--- src/rtl/idli_utx_m.sv ---
// idli_utx_m -- nibble-fed UART transmitter (8N1, LSB first).
//
// Two 4-bit nibbles from the EX stage are assembled into one byte. The low
// nibble arrives first. Each byte is queued in a small circular FIFO, and a
// four-state serialiser shifts it out. A frame is one start bit, eight data
// bits and one stop bit, and each bit lasts BAUD_DIV clocks.
//
// Parameters
//   BAUD_DIV   clocks per serial bit (2..255)
//   FIFO_DEPTH byte entries in the TX FIFO (power of two, >= 2)
//
// Ports
//   i_utx_gck   core gated clock; all state updates on posedge
//   i_utx_rst   asynchronous active-high reset
//   i_utx_data  nibble from EX ALU output (sqi_data_t)
//   i_utx_vld   nibble valid; phase toggles on every valid cycle
//   o_utx_rdy   FIFO has >= 2 free entries (combinational from occupancy)
//   o_utx_tx    serial line, idle high, driven from a flop
//   o_utx_busy  serialiser active or FIFO non-empty
//   o_utx_ovf   sticky overflow: a completed byte was dropped
module idli_utx_m #(
  parameter int BAUD_DIV   = 16,
  parameter int FIFO_DEPTH = 4
) (
  input  logic       i_utx_gck,
  input  logic       i_utx_rst,
  input  logic [3:0] i_utx_data,
  input  logic       i_utx_vld,
  output logic       o_utx_rdy,
  output logic       o_utx_tx,
  output logic       o_utx_busy,
  output logic       o_utx_ovf
);

  localparam int          AW        = $clog2(FIFO_DEPTH);
  localparam logic [7:0]  BAUD_LAST = 8'(BAUD_DIV - 1);
  localparam logic [AW:0] PTR_ONE   = (AW+1)'(1);
  localparam logic [AW:0] RDY_MAX   = (AW+1)'(FIFO_DEPTH - 2);

  typedef enum logic [1:0] {ST_IDLE, ST_START, ST_DATA, ST_STOP} state_t;

  // Nibble assembly
  logic       phase;
  logic [3:0] lo_nib;

  // FIFO. The pointers carry one extra wrap bit so full and empty can be told apart.
  logic [FIFO_DEPTH-1:0][7:0] mem;
  logic [AW:0]                wr_ptr, rd_ptr, count;
  logic                       full, empty, push, push_ok, pop;
  logic [7:0]                 head;

  // Serialiser
  state_t     state, state_nx;
  logic [7:0] baud_cnt, baud_nx;
  logic [2:0] bit_idx, bit_nx;
  logic [7:0] shreg, shreg_nx;
  logic       tx_nx, bit_end;

  assign count      = wr_ptr - rd_ptr;
  assign empty      = (wr_ptr == rd_ptr);
  assign full       = (wr_ptr[AW] != rd_ptr[AW]) &&
                      (wr_ptr[AW-1:0] == rd_ptr[AW-1:0]);
  assign head       = mem[rd_ptr[AW-1:0]];
  assign o_utx_rdy  = (count <= RDY_MAX);
  assign o_utx_busy = (state != ST_IDLE) || !empty;

  // A byte completes when the phase-1 nibble is sampled. A same-edge pop
  // frees the slot, so a push into a full FIFO still succeeds in that case.
  assign push    = i_utx_vld && phase;
  assign push_ok = push && (!full || pop);

  always_ff @(posedge i_utx_gck or posedge i_utx_rst) begin
    if (i_utx_rst) begin
      phase  <= 1'b0;
      lo_nib <= '0;
    end else if (i_utx_vld) begin
      phase <= ~phase;
      if (!phase) lo_nib <= i_utx_data;
    end
  end

  always_ff @(posedge i_utx_gck or posedge i_utx_rst) begin
    if (i_utx_rst) begin
      wr_ptr    <= '0;
      rd_ptr    <= '0;
      o_utx_ovf <= 1'b0;
    end else begin
      if (push_ok)                wr_ptr    <= wr_ptr + PTR_ONE;
      if (pop)                    rd_ptr    <= rd_ptr + PTR_ONE;
      if (push && full && !pop)   o_utx_ovf <= 1'b1;
    end
  end

  // Storage needs no reset. When push and pop hit the same slot while the
  // FIFO is full, the head byte is read into shreg before it is overwritten.
  always_ff @(posedge i_utx_gck) begin
    if (push_ok) mem[wr_ptr[AW-1:0]] <= {i_utx_data, lo_nib};
  end

  assign bit_end = (baud_cnt == '0);

  always_comb begin
    state_nx = state;
    baud_nx  = baud_cnt;
    bit_nx   = bit_idx;
    shreg_nx = shreg;
    tx_nx    = o_utx_tx;
    pop      = 1'b0;
    case (state)
      ST_IDLE: begin
        tx_nx = 1'b1;
        if (!empty) begin
          pop      = 1'b1;
          shreg_nx = head;
          baud_nx  = BAUD_LAST;
          state_nx = ST_START;
          tx_nx    = 1'b0;
        end
      end
      ST_START: begin
        if (bit_end) begin
          state_nx = ST_DATA;
          bit_nx   = '0;
          baud_nx  = BAUD_LAST;
          tx_nx    = shreg[0];
        end else begin
          baud_nx = baud_cnt - 8'd1;
        end
      end
      ST_DATA: begin
        if (bit_end) begin
          shreg_nx = shreg >> 1;
          bit_nx   = bit_idx + 3'd1;
          baud_nx  = BAUD_LAST;
          if (bit_idx == 3'd7) begin
            state_nx = ST_STOP;
            tx_nx    = 1'b1;
          end else begin
            tx_nx = shreg[1];  // the next bit, which shreg[0] holds once the shift lands
          end
        end else begin
          baud_nx = baud_cnt - 8'd1;
        end
      end
      ST_STOP: begin
        if (bit_end) begin
          if (!empty) begin
            // Chain straight into the next start bit so frames stay contiguous.
            pop      = 1'b1;
            shreg_nx = head;
            baud_nx  = BAUD_LAST;
            state_nx = ST_START;
            tx_nx    = 1'b0;
          end else begin
            state_nx = ST_IDLE;
            tx_nx    = 1'b1;
          end
        end else begin
          baud_nx = baud_cnt - 8'd1;
        end
      end
      default: begin
        state_nx = ST_IDLE;
        tx_nx    = 1'b1;
      end
    endcase
  end

  always_ff @(posedge i_utx_gck or posedge i_utx_rst) begin
    if (i_utx_rst) begin
      state    <= ST_IDLE;
      baud_cnt <= '0;
      bit_idx  <= '0;
      shreg    <= '0;
      o_utx_tx <= 1'b1;
    end else begin
      state    <= state_nx;
      baud_cnt <= baud_nx;
      bit_idx  <= bit_nx;
      shreg    <= shreg_nx;
      o_utx_tx <= tx_nx;
    end
  end

endmodule

--- config.mk ---
export PLATFORM = sky130hd
export DESIGN_NAME = idli_utx_m
export DESIGN_NICKNAME = d
export VERILOG_FILES = /design/src/rtl/idli_utx_m.sv
export SDC_FILE = /design/constraint.sdc
export NUM_CORES = 1
export LEC_CHECK = 0
export CAP_MARGIN = 10
export CORE_ASPECT_RATIO = 0.9
export CORE_MARGIN = 10
export CORE_UTILIZATION = 40
export DETAILED_ROUTE_END_ITERATION = 10
export PLACE_DENSITY = 0.61
export SYNTH_ARGS = -nofsm -noshare
export SYNTH_HDL_FRONTEND = slang
export SYNTH_SLANG_ARGS = --single-unit
--- constraint.sdc ---
create_clock -name i_utx_gck -period 3.57 [get_ports i_utx_gck]
set_input_delay 0.714 -clock i_utx_gck [delete_from_list [all_inputs] [get_ports i_utx_gck]]
set_output_delay 0.714 -clock i_utx_gck [all_outputs]
set_load 0.005 [all_outputs]
## Word level (Yosys, flattened, before mapping)

Index checks and enable logic that the tools add are counted.

- Flip-flop bits (word level): 66
- Latch bits: 0
- Bits in writable memories: 0
- Bits in read-only memories: 0
- Input port bits: 7
- Output and inout bits: 4
- Word-level logic and storage cells: 90
- Memories kept: 0

- Add/sub/neg operators: 5
- $mul: 0
- Div/mod/pow operators: 0
- Magnitude comparators: 4
- Eq/ne operators: 12
- Shifts and indexed selects: 0
- Mux-type cells: 32
- Bitwise operators: 1
- Reduce and logical (&&, ||, !) cells: 22

Operators by type and width:

| cell | number |
|---|---|
| two-way mux 8 bit | 8 |
| one-hot mux 8 bit (3 select lines) | 2 |
| bitwise mux 32 bit | 1 |
| binary-select mux 8 bit (select 2 bit) | 1 |
| demux 8 bit (select 2 bit) | 1 |
| two-way mux 2 bit | 5 |
| != test 2 bit (second input constant) | 5 |
| adder 3 x 1 -> 3 bit (second input constant) | 3 |
| AND reduction 3 bit | 3 |
| zero test 8 bit | 1 |
| two-way mux 1 bit | 8 |
| one-hot mux 2 bit (4 select lines) | 1 |
| subtractor 8 x 1 -> 8 bit (second input constant) | 1 |
| logical AND 1 bit | 6 |
| less-than comparator 2 x 3 -> 1 bit (second input constant) | 2 |
| two-way mux 3 bit | 2 |
| one-hot mux 3 bit (2 select lines) | 1 |
| AND reduction 5 bit | 1 |
| equality test 2 bit (second input constant) | 2 |
| one-hot mux 1 bit (4 select lines) | 1 |
| nonzero test 2 bit | 2 |
| equality test 3 bit | 1 |
| equality test 3 bit (second input constant) | 1 |
| <= comparator 3 x 2 -> 1 bit (second input constant) | 1 |
| 13 further kinds | 16 |

## Longest topological paths before layout

Gate-level depths: netlist of run 1.

- Depth after elaboration: 6
- Depth in mapped cells: 8
- Mapped depth without buffers: 6

## Worst setup path before layout of run 1

No wires, ideal clock.

- Path type: reg2reg
- Start: register rd_ptr[1]
- End: register shreg[0]
- Library setup time: 125 ps
- Data arrival time: 2358 ps
- Required time: 3445 ps
- Setup slack: 1087 ps
- Cell stages (with the launch flop): 9
- Buffers on the path: 2
- Clock period less this slack: 2483 ps
- Cells stage by stage: dfrtp_1 -> clkbuf_1 -> inv_1 -> ha_1 -> and2_1 -> and2_1 -> buf_2 -> a221oi_4 -> mux2_4

- Longest elaborated chain between the ends: 5
- Elaborated cells between the ends (all ways): 6
- Those cells by class: eq/ne: 1; mux: 5

Ends and longest elaborated chain:

| element | line | text |
|---|---|---|
| from (decl) | 48 | `logic [AW:0] wr_ptr, rd_ptr, count;` |
| from (signal assigned) | 89 | `if (pop) rd_ptr <= rd_ptr + PTR_ONE;` |
| binary-select mux 8 bit (select 2 bit) | 63 | `assign head = mem[rd_ptr[AW-1:0]];` |
| two-way mux 8 bit (not written as such) | 63 |  |
| two-way mux 8 bit (*) | 112, 147 |  |
| two-way mux 8 bit | 146 | `if (bit_end) begin` |
| one-hot mux 8 bit (3 select lines) (*) | 109 | `case (state)` |
| to (signal assigned) | 180 | `shreg <= shreg_nx;` |
| to (decl) | 56 | `logic [7:0] shreg, shreg_nx;` |

Mark *: on every way between the ends. The rest lies on a longest branch, timed or not. The select of a mux whose other input is x is not followed.
A chain may end at the register's enable or synchronous reset.

## Final worst setup path of run 1

- Start: register rd_ptr[1]
- End: output o_utx_busy

- Longest elaborated chain between the ends: 3

Ends and longest elaborated chain:

| element | line | text |
|---|---|---|
| equality test 3 bit | 60 | `assign empty = (wr_ptr == rd_ptr);` |
| zero test 1 bit | - |  |
| logical OR 1 bit | 65 | `assign o_utx_busy = (state != ST_IDLE) \|\| !empty;` |
| to (decl) | 31 | `output logic o_utx_busy,` |

No other way between the ends.

==> out/qor.yml, run 1 <==
met2_usage: 0.133
drt-total-wl_mm: 5.48
total_power_mw: 1.97
grt_max_degree: 35
gr-total-overflow: 0
multi_input_comb_area_sq_um: 1280
root_buffer: "clkbuf_8"
grt_pass1_wl_mm: 9.25
dpl.hpwl_mm: 3.69
grt_antenna_before_repair: 0
cts_tree: "done"
ys.flop_type: "dfrtp_1"
place_congestion: 0.775
fin_crit_ps: 3180
numCtsBuffers: 9
holdBufCountCts: 0
cp-end-kind: "output port"
synth_most_common_cell: "dfrtp_1"
synth_edf_count: 32
grt_util_met1: 0.138
drive_gt1_frac: 0.240
fin_setup_tns_ps: 0
antenna_cells: 0
drtIter0Drc: 119
num-fill-cells: 685
cap_violations: 0
hold_path.class: "flop to flop"
clkSlewWorstSetupHoldPaths_ps: 70
register_area_sq_um: 1810
post_cts_resized: 0
clock_path_buffers: 2
powerDensity_nw_per_um2: 549
synth_top_area_frac: 0.303
required_ps: 2860
yosys_warnings: 0
h-tree-depth: 3
yosys.area.top_type: "edfxtp_1"
yosysUniqueCellTypes: 51
core_sq_um: 7620
top_usage_layer: "met1"
min_period_over_period: 0.891
async_flop_share: 0.515
grtUsageTotal: 0.0978
hold_viol_final: 0
clock_sinks: 66
slew_violations: 0
critical_path_arrival_ps: 2470
syn_inst: 223
syn_area_sq_um: 3170
synthTopCellsByArea: "edfxtp_1 (30%), dfrtp_1 (26%), ha_1 (5.9%)"
drcViolationCount: 0
firstDrtPassIters: 4
wire_per_inst_um: 16.0
ys_ff_latch: 66
worstSetupPathType: "flop to output port"
cp_max_fo: 11
worst_slew_pin_slew_ps: 650
via_count: 1758
status: "finished clean"
maxSlewHeadroom: 0.567
portBuffers: 10
post_cts_buffers: 0
die_area_sq_um: 11900
leakage_nw: 1.38
rows: 30
area_growth_syn_to_layout_pct: 13.5
rsz0062_at_grt: "no"
start_util: 0.416
whs_ps: 476
setup_violations: 0
final_antenna_net_count: 0
ios: 11
seq_area_frac_synth: 0.572
skew_ps: 15.2
synth_area_per_cell_sq_um: 14.2
vias_per_cell: 5.14
nNetsFinal: 264
syn-num-nets: 246
clk_latency_ps: 350
peakVddDrop_mv: 0.398
die_h_um: 104
die_x_um: 114
synthTopCellsByCount: "dfrtp_1 (33), edfxtp_1 (32), ha_1 (15)"
startpoint_type: "flop"
grt_pass1_vias: 1750
use_met3: 0.0334
fmax_mhz: 314
==> where the power goes <==
group / switching (mW) / internal (mW) / total (mW)
Sequential: 0.0688 / 0.940 / 1.01
Clock: 0.321 / 0.333 / 0.655
Combinational: 0.161 / 0.150 / 0.311
Total: 0.552 / 1.42 / 1.97
==> cells by family (layout without fill, tap and decap cells) <==
group           count (synthesis)  in the layout  synth area share
xor+xnor                        7              7            0.0193
buf+inv                        20             43            0.0245
fa+ha+maj                      16             16            0.0655
flops                          66             66             0.572
mux                            29             29             0.139
compound gates                 43             43            0.0974
simple gates                   42             42            0.0824
==> metal layers <==
layer,vias to the layer above,share of wire
li1,877,-
met1,854,0.53
met2,21,0.43
met3,6,0.030
met4,0,0.014
met5,-,0
==> per-stage QoR <==
step                      area [sq um]  setup slack [ps]  utilization  cells
final                             3600               390        0.472    342
after global routing              3600               175        0.472    342
after CTS                         3600               326        0.472    342
after detailed placement          3390               708        0.445    326
after global placement            3390               750        0.445    326
after floorplan                   3170              1090            -    223
==> placed cells by master (no fill, tap or decap), types with 5 or more instances in the layout <==
cell type | synthesis | routed
mux2_4 | 7 | 7
nor2_1 | 6 | 6
clkbuf_8 | 0 | 9
dfrtp_1 | 33 | 33
mux2_2 | 13 | 13
inv_1 | 12 | 12
clkdlybuf4s50_1 | 0 | 10
o21ai_0 | 8 | 8
a21oi_1 | 11 | 11
and2_1 | 6 | 6
xor2_1 | 5 | 5
mux4_2 | 8 | 8
ha_1 | 15 | 15
nor3_1 | 5 | 5
nand2_1 | 6 | 6
edfxtp_1 | 32 | 32
==> state kept, by name, summed over array words and instances (netlist names) <==
| signal | count |
|---|---|
| mem | 32 |
| phase | 1 |
| bit_idx | 3 |
| state | 2 |
| lo_nib | 4 |
| baud_cnt | 8 |
| shreg | 8 |
| o_utx_ovf | 1 |
| rd_ptr | 3 |
| wr_ptr | 3 |
| o_utx_tx | 1 |
==> path summary, 6_finish.rpt <==
path	cells past startpoint	from	to	slack, ps
max in group asynchronous	3	i_utx_rst	o_utx_tx$_DFFE_PP1P_	2440
setup / recovery	6	rd_ptr[1]$_DFFE_PP0P_	o_utx_busy	390
hold / removal	1	o_utx_ovf$_DFFE_PP0P_	o_utx_ovf$_DFFE_PP0P_	480
hold reg to reg	1	o_utx_ovf$_DFFE_PP0P_	o_utx_ovf$_DFFE_PP0P_	480
min in group asynchronous	3	i_utx_rst	lo_nib[3]$_DFFE_PP0P_	780
setup reg to reg	6	rd_ptr[1]$_DFFE_PP0P_	shreg[0]$_DFFE_PP0P_	970
==> worst max-delay path: stages, from the launching register on <==
cell and delay (ps):
dfrtp_1 600, inv_1 140, ha_1 290, and2_1 180, and2_1 350, nand2_1 100
clkdlybuf4s50_1 450
==> area by class of cell <==
cell class	count	share of cell area
sequential	66	0.504
multi-input combinational	137	0.356
timing repair buffer	14	0.0362
clock buffer	9	0.0344
tap	96	0.0334
clock inverter	7	0.0226
inverter	13	0.0136
No activity file was read; power rests on OpenSTA's default activity.
==> run 2, diff against run 1 <==
--- a/config.mk
+++ b/config.mk
@@ -8,9 +8,9 @@
 export CAP_MARGIN = 10
 export CORE_ASPECT_RATIO = 0.9
 export CORE_MARGIN = 10
-export CORE_UTILIZATION = 40
+export CORE_UTILIZATION = 52
 export DETAILED_ROUTE_END_ITERATION = 10
-export PLACE_DENSITY = 0.61
+export PLACE_DENSITY = 0.74
 export SYNTH_ARGS = -nofsm -noshare
 export SYNTH_HDL_FRONTEND = slang
 export SYNTH_SLANG_ARGS = --single-unit
==> run 2 against run 1 <==
  * First-iteration DRC count increased by 35%
  * Clock skew shrank 7.8 ps
  * Worst setup slack worse by 32 ps
  * Maximum frequency is 1.0% lower
  * Register-to-register slack got worse by 30 ps
  * Final area fell by 0.14%
  * Global-route usage up 3.3 points
  * Final cell count shrank 7.6%
  * Total power increased by 4.6%
  * Flip-flop and latch count unchanged
  * Critical endpoint unchanged
==> out/qor.yml, run 2 (synthesis gave the netlist of run 1 again) <==
powerDensity_nw_per_um2: 575  # was 549 nW/um^2
die_h_um: 94.1  # was 104 um
core_sq_um: 5790  # was 7620 sq um
placedCellCount: 300  # was 326
nNetsFinal: 264  # unchanged
worstSetupPathType: "flop to output port"  # unchanged
die_x_um: 102  # was 114 um
reg2reg_slack_ps: 940  # was 970 ps
die_area_sq_um: 9630  # was 11900 sq um
cp_max_fo: 11  # unchanged
required_ps: 2860  # about the same
min_from: "o_utx_ovf$_DFFE_PP0P_"  # unchanged
crit_buf_inv: 2  # unchanged
final_util: 0.621  # was 0.472
cp-end-kind: "output port"  # unchanged
fin_setup_tns_ps: 0  # unchanged
drt-total-wl_mm: 5.65  # was 5.48 mm
crit_slowest_cell: "dfrtp_1"  # unchanged
drcViolationCount: 0  # unchanged
portBuffers: 10  # unchanged
drtIter0Drc: 161  # was 119
worst_slew_pin_slew_ps: 618  # was 650 ps
critPathLaunch: "rd_ptr[1]$_DFFE_PP0P_"  # unchanged
setup_violations: 0  # unchanged
slowest_delay_ps: 640  # was 600 ps
r2r-end: "mem[11]$_DFFE_PP_"  # was shreg[0]$_DFFE_PP0P_
critical_path_arrival_ps: 2500  # was 2470 ps
final_antenna_net_count: 0  # unchanged
area_growth_syn_to_layout_pct: 13.3  # was 13.5%
rsz0062_at_grt: "no"  # unchanged
holdBufCountCts: 0  # unchanged
vias_per_cell: 5.91  # was 5.14
fmax_mhz: 311  # was 314 MHz
fin_crit_ps: 3210  # was 3180 ps
hold_viol_final: 0  # unchanged
crit_cells: 6  # unchanged
crit_path_end: "o_utx_busy"  # unchanged
critPathTopFamily: "flip-flops"  # was simple AND/OR/NAND/NOR gates
firstDrtPassIters: 4  # unchanged
final_cell_count_no_fill: 316  # was 342
h-tree-depth: 3  # unchanged
min_period_over_period: 0.900  # was 0.891
antenna_cells: 0  # unchanged
clk_latency_ps: 350  # about the same
start_util: 0.548  # was 0.416
via_count: 1866  # was 1758
grt_max_degree: 35  # unchanged
cap_violations: 0  # unchanged
status: "finished clean"  # unchanged
cts_tree: "done"  # unchanged
cp_common_cell: "and2_1"  # unchanged
numCtsBuffers: 9  # unchanged
slew_violations: 0  # unchanged
r2r-start: "rd_ptr[1]$_DFFE_PP0P_"  # unchanged
clock_sinks: 66  # unchanged
skew_ps: 7.41  # was 15.2 ps
peakVddDrop_mv: 0.441  # was 0.398 mV
root_buffer: "clkbuf_8"  # unchanged
place_congestion: 0.806  # was 0.775
final_common_cell: "dfrtp_1"  # unchanged
post_cts_resized: 0  # unchanged
dpl.hpwl_mm: 3.81  # was 3.69 mm
startpoint_type: "flop"  # unchanged
grt_pass1_vias: 1938  # was 1750
post_cts_buffers: 0  # unchanged
grt_pass1_wl_mm: 9.58  # was 9.25 mm
total_power_mw: 2.07  # was 1.97 mW
wire_per_inst_um: 17.9  # was 16.0 um
maxSlewHeadroom: 0.588  # was 0.567
drive_gt1_frac: 0.240  # unchanged
grtUsageTotal: 0.131  # was 0.0978
clkSlewWorstSetupHoldPaths_ps: 80  # was 70 ps
whs_ps: 472  # was 476 ps
grt_antenna_before_repair: 0  # unchanged
largest_reg_flops: 32  # unchanged
leakage_nw: 1.39  # was 1.38 nW
gr-total-overflow: 0  # unchanged
rows: 26  # was 30
ios: 11  # unchanged
clock_path_buffers: 2  # unchanged
layout_common_cells: "dfrtp_1 (33), edfxtp_1 (32), ha_1 (15)"  # unchanged
path_cells: "inv_1, ha_1, and2_1, and2_1, nand2_1, clkdlybuf4s50_1"  # unchanged
hold_path.class: "flop to flop"  # unchanged
reg2regPathDepth: 6  # unchanged
==> run 2: cell types whose count changed in the layout (fill, tap and decap cells not counted), sizes merged <==
cell | before | now
clkinvlp | 1 | 0
bufinv | 1 | 2
==> run 2: per-stage QoR <==
stage,area [sq um],setup slack [ps]
floorplan,3170,1090
global placement,3360,787
detailed placement,3360,717
CTS,3590,330
global route,3590,171
finish,3590,358
==> run 2: power breakdown <==
group          switching [mW]  internal, mW
clock                   0.326         0.409
combinational           0.165         0.153
sequential             0.0739         0.940
total                   0.565          1.50
==> run 2: worst min path at each step <==
stage | end | slack (ps) | cells after the start
after global placement | o_utx_ovf$_DFFE_PP0P_ | 460 | 1
after detailed placement | o_utx_ovf$_DFFE_PP0P_ | 460 | 1
final | o_utx_ovf$_DFFE_PP0P_ | 470 | 1
after global routing | o_utx_ovf$_DFFE_PP0P_ | 510 | 1
after floorplan | o_utx_ovf$_DFFE_PP0P_ | 460 | 1
after CTS | o_utx_ovf$_DFFE_PP0P_ | 480 | 1
==> run 2: routing by layer <==
metal,vias to the layer above,GRT usage,routed length (um)
li1,873,-,-
met3,9,0.0456,240
met2,44,0.206,2740
met1,940,0.161,2580
met5,-,0,0
met4,0,0.0505,89
==> run 2: worst reg2reg max path: cells and delay by family, from the launching register on <==
| kind | cells | cell delay [ps] |
|---|---|---|
| AND/OR/NAND/NOR | 3 | 810 |
| flip-flops | 1 | 640 |
| AO/OA/AOI/OAI | 1 | 380 |
| adder cells (fa/ha/maj) | 1 | 290 |
| buffers and inverters | 1 | 160 |
==> run 2: layout make-up <==
| cell class | instances | area [sq um] |
|---|---|---|
| Clock buffer | 9 | 124 |
| Inverter | 13 | 48.8 |
| Sequential cell | 66 | 1810 |
| Fill cell | 443 | 2200 |
| Multi-Input combinational cell | 137 | 1280 |
| Timing Repair Buffer | 14 | 130 |
| Clock inverter | 7 | 109 |
| Tap cell | 70 | 87.6 |
==> run 3, diff against run 2 <==
--- a/config.mk
+++ b/config.mk
@@ -6,11 +6,13 @@
 export NUM_CORES = 1
 export LEC_CHECK = 0
 export CAP_MARGIN = 10
+export CELL_PAD_IN_SITES_DETAIL_PLACEMENT = 1
+export CELL_PAD_IN_SITES_GLOBAL_PLACEMENT = 1
 export CORE_ASPECT_RATIO = 0.9
 export CORE_MARGIN = 10
-export CORE_UTILIZATION = 52
+export CORE_UTILIZATION = 30
 export DETAILED_ROUTE_END_ITERATION = 10
-export PLACE_DENSITY = 0.74
+export PLACE_DENSITY = 0.58
 export SYNTH_ARGS = -nofsm -noshare
 export SYNTH_HDL_FRONTEND = slang
 export SYNTH_SLANG_ARGS = --single-unit
==> constraint.sdc (replaced) <==
create_clock -name i_utx_gck -period 2.9 [get_ports i_utx_gck]
set_input_delay 0.58 -clock i_utx_gck [delete_from_list [all_inputs] [get_ports i_utx_gck]]
set_output_delay 0.58 -clock i_utx_gck [all_outputs]
set_load 0.005 [all_outputs]
==> run 3 against run 2 <==
  * Register-to-register slack got worse by 450 ps
  * Sequential power increased by 24%
  * Total power is 34% higher
  * Non-clock buffer count grew 4
  * Combinational power grew 29%
  * Sequential share of layout area shrank 2.5 points
  * Wire length up 12%
  * Utilization shrank 25 points
  * Die area increased by 57%
  * Final area grew 5.1%
==> out/qor.yml, run 3 (synthesis gave the netlist of run 1 again) <==
grt_max_degree: 35  # unchanged
clkSlewWorstSetupHoldPaths_ps: 60  # was 80 ps
fin_setup_tns_ps: 0  # unchanged
drcViolationCount: 0  # unchanged
nNetsFinal: 268  # was 264
start_util: 0.308  # was 0.548
final_cell_count_no_fill: 379  # was 316
clock_sinks: 66  # unchanged
final_util: 0.367  # was 0.621
hold_path.class: "flop to flop"  # unchanged
num-fill-cells: 1061  # was 443
routedLengthMet1_mm: 3.27  # was 2.58 mm
slew_violations: 0  # unchanged
hold_depth: 1  # unchanged
switchingPower_mw: 0.729  # was 0.565 mW
rows: 35  # was 26
die_h_um: 118  # was 94.1 um
leakage_nw: 1.46  # was 1.39 nW
reg2regPathDepth: 6  # unchanged
hold_end: "wr_ptr[2]$_DFFE_PP0P_"  # was o_utx_ovf$_DFFE_PP0P_
r2r-start: "baud_cnt[0]$_DFF_PP0_"  # was rd_ptr[1]$_DFFE_PP0P_
antenna_cells: 0  # unchanged
clkPwrFrac: 0.401  # was 0.356
clk_latency_ps: 330  # was 350 ps
numCtsBuffers: 9  # unchanged
dpl.hpwl_mm: 4.37  # was 3.81 mm
largest_reg_flops: 32  # unchanged
rsz0062_at_grt: "no"  # unchanged
firstDrtPassIters: 4  # unchanged
drt-total-wl_mm: 6.34  # was 5.65 mm
sw_frac_of_total: 0.263  # was 0.273
placedCellCount: 363  # was 300
die_x_um: 128  # was 102 um
critPathLaunch: "wr_ptr[0]$_DFFE_PP0P_"  # was rd_ptr[1]$_DFFE_PP0P_
die_area_sq_um: 15100  # was 9630 sq um
p_comb_frac: 0.148  # was 0.154
root_buffer: "clkbuf_16"  # was clkbuf_8
r2r-end: "mem[8]$_DFFE_PP_"  # was mem[11]$_DFFE_PP_
wire_per_inst_um: 16.7  # was 17.9 um
fmax_mhz: 361
required_ps: 2320  # was 2860 ps
area_growth_syn_to_layout_pct: 19.1  # was 13.3%
cp_max_fo: 7  # was 11
wl_met3_um: 199  # was 240 um
maxSlewHeadroom: 0.546  # was 0.588
core_sq_um: 10300  # was 5790 sq um
grt_pass1_wl_mm: 10.7  # was 9.58 mm
final_antenna_net_count: 0  # unchanged
grtUsageTotal: 0.0888  # was 0.131
grt_antenna_before_repair: 0  # unchanged
h-tree-depth: 3  # unchanged
startpoint_type: "flop"  # unchanged
clock_path_buffers: 2  # unchanged
reg2reg_slack_ps: 490  # was 940 ps
grt_pass1_vias: 2065  # was 1938
ios: 11  # unchanged
skew_ps: 8.17  # was 7.41 ps
critical_path_arrival_ps: 2190  # was 2500 ps
worst_slew_pin_slew_ps: 681  # was 618 ps
internal_power_mw: 2.04  # was 1.50 mW
place_congestion: 0.744  # was 0.806
final_common_cell: "dfrtp_1"  # unchanged
worstSetupPathType: "flop to output port"  # unchanged
stdcell_area_sq_um: 3780  # was 3590 sq um
gr-total-overflow: 0  # unchanged
drive_gt1_frac: 0.260  # was 0.240
min_from: "wr_ptr[2]$_DFFE_PP0P_"  # was o_utx_ovf$_DFFE_PP0P_
cts_tree: "done"  # unchanged
drtIter0Drc: 54  # was 161
via_count: 1840  # was 1866
fin_crit_ps: 2770
portBuffers: 10  # unchanged
cp-end-kind: "output port"  # unchanged
hold_viol_final: 0  # unchanged
cap_violations: 0  # unchanged
highest_layer: "met4"  # unchanged
setup_ws_ps: 129  # was 358 ps
place_area_sq_um: 3460  # was 3360 sq um
peakVddDrop_mv: 0.413  # was 0.441 mV
vias_per_cell: 4.85  # was 5.91
powerDensity_nw_per_um2: 734  # was 575 nW/um^2
setup_violations: 0  # unchanged
min_period_over_period: 0.956
pre_cts_ws_ps: 400  # was 717 ps
seq_power_share: 0.451  # was 0.491
status: "finished clean"  # unchanged
layout_common_cells: "dfrtp_1 (33), edfxtp_1 (32), ha_1 (15)"  # unchanged
wl_met2_mm: 2.80  # was 2.74 mm
## run 3: what timing repair did
action	in CTS	in global routing
setup endpoints to repair	0	2
hold buffers	0	0
buffers inserted	0	0
resized for setup	0	3
## run 3: cell type report
type,instances,area (sq um),area share
clock buffers,9,225,0.0596
repair buffers,18,163,0.0431
inverters,13,48.8,0.0129
well taps,129,161,0.0427
clock inverters,7,83.8,0.0222
flip-flops and latches,66,1810,0.480
multi-input cells,137,1280,0.340
## run 3: worst max-delay path by stage
stage	to	slack, ps	cells past startpoint
after floorplan	shreg[0]$_DFFE_PP0P_	420	8
after global placement	o_utx_rdy	420	7
after detailed placement	o_utx_rdy	400	7
after CTS	o_utx_rdy	4	7
after global routing	o_utx_busy	7	6
final	o_utx_busy	130	6
## run 3: power groups by stage
stage                     logic, mW  clock network (mW)  registers [mW]
final                         0.411                1.11            1.25
after global placement        0.418                   0            1.26
after detailed placement      0.421                   0            1.27
after CTS                     0.428                1.14            1.25
after global routing          0.469                1.18            1.27
after floorplan               0.260                   0            1.24
## run 3: metrics by stage
stage / total power [mW] / hold slack, ps
2_1_floorplan: 1.50 / 460
3_3_place_gp: 1.68 / 477
3_5_place_dp: 1.69 / 470
4_1_cts: 2.82 / 489
5_1_grt: 2.92 / 521
6_report: 2.77 / 489
## run 3: metal layers
metal,vias to the layer above,global-route usage
met1,929,0.120
met2,19,0.126
li1,887,-
met5,-,0
met3,5,0.0320
met4,0,0.0331
## run 3: critical path: stages (launching register included)
cell	delay, ps
dfrtp_1	400
inv_2	80
ha_1	310
and2_1	210
and2_2	270
nand2_1	100
clkdlybuf4s50_1	500
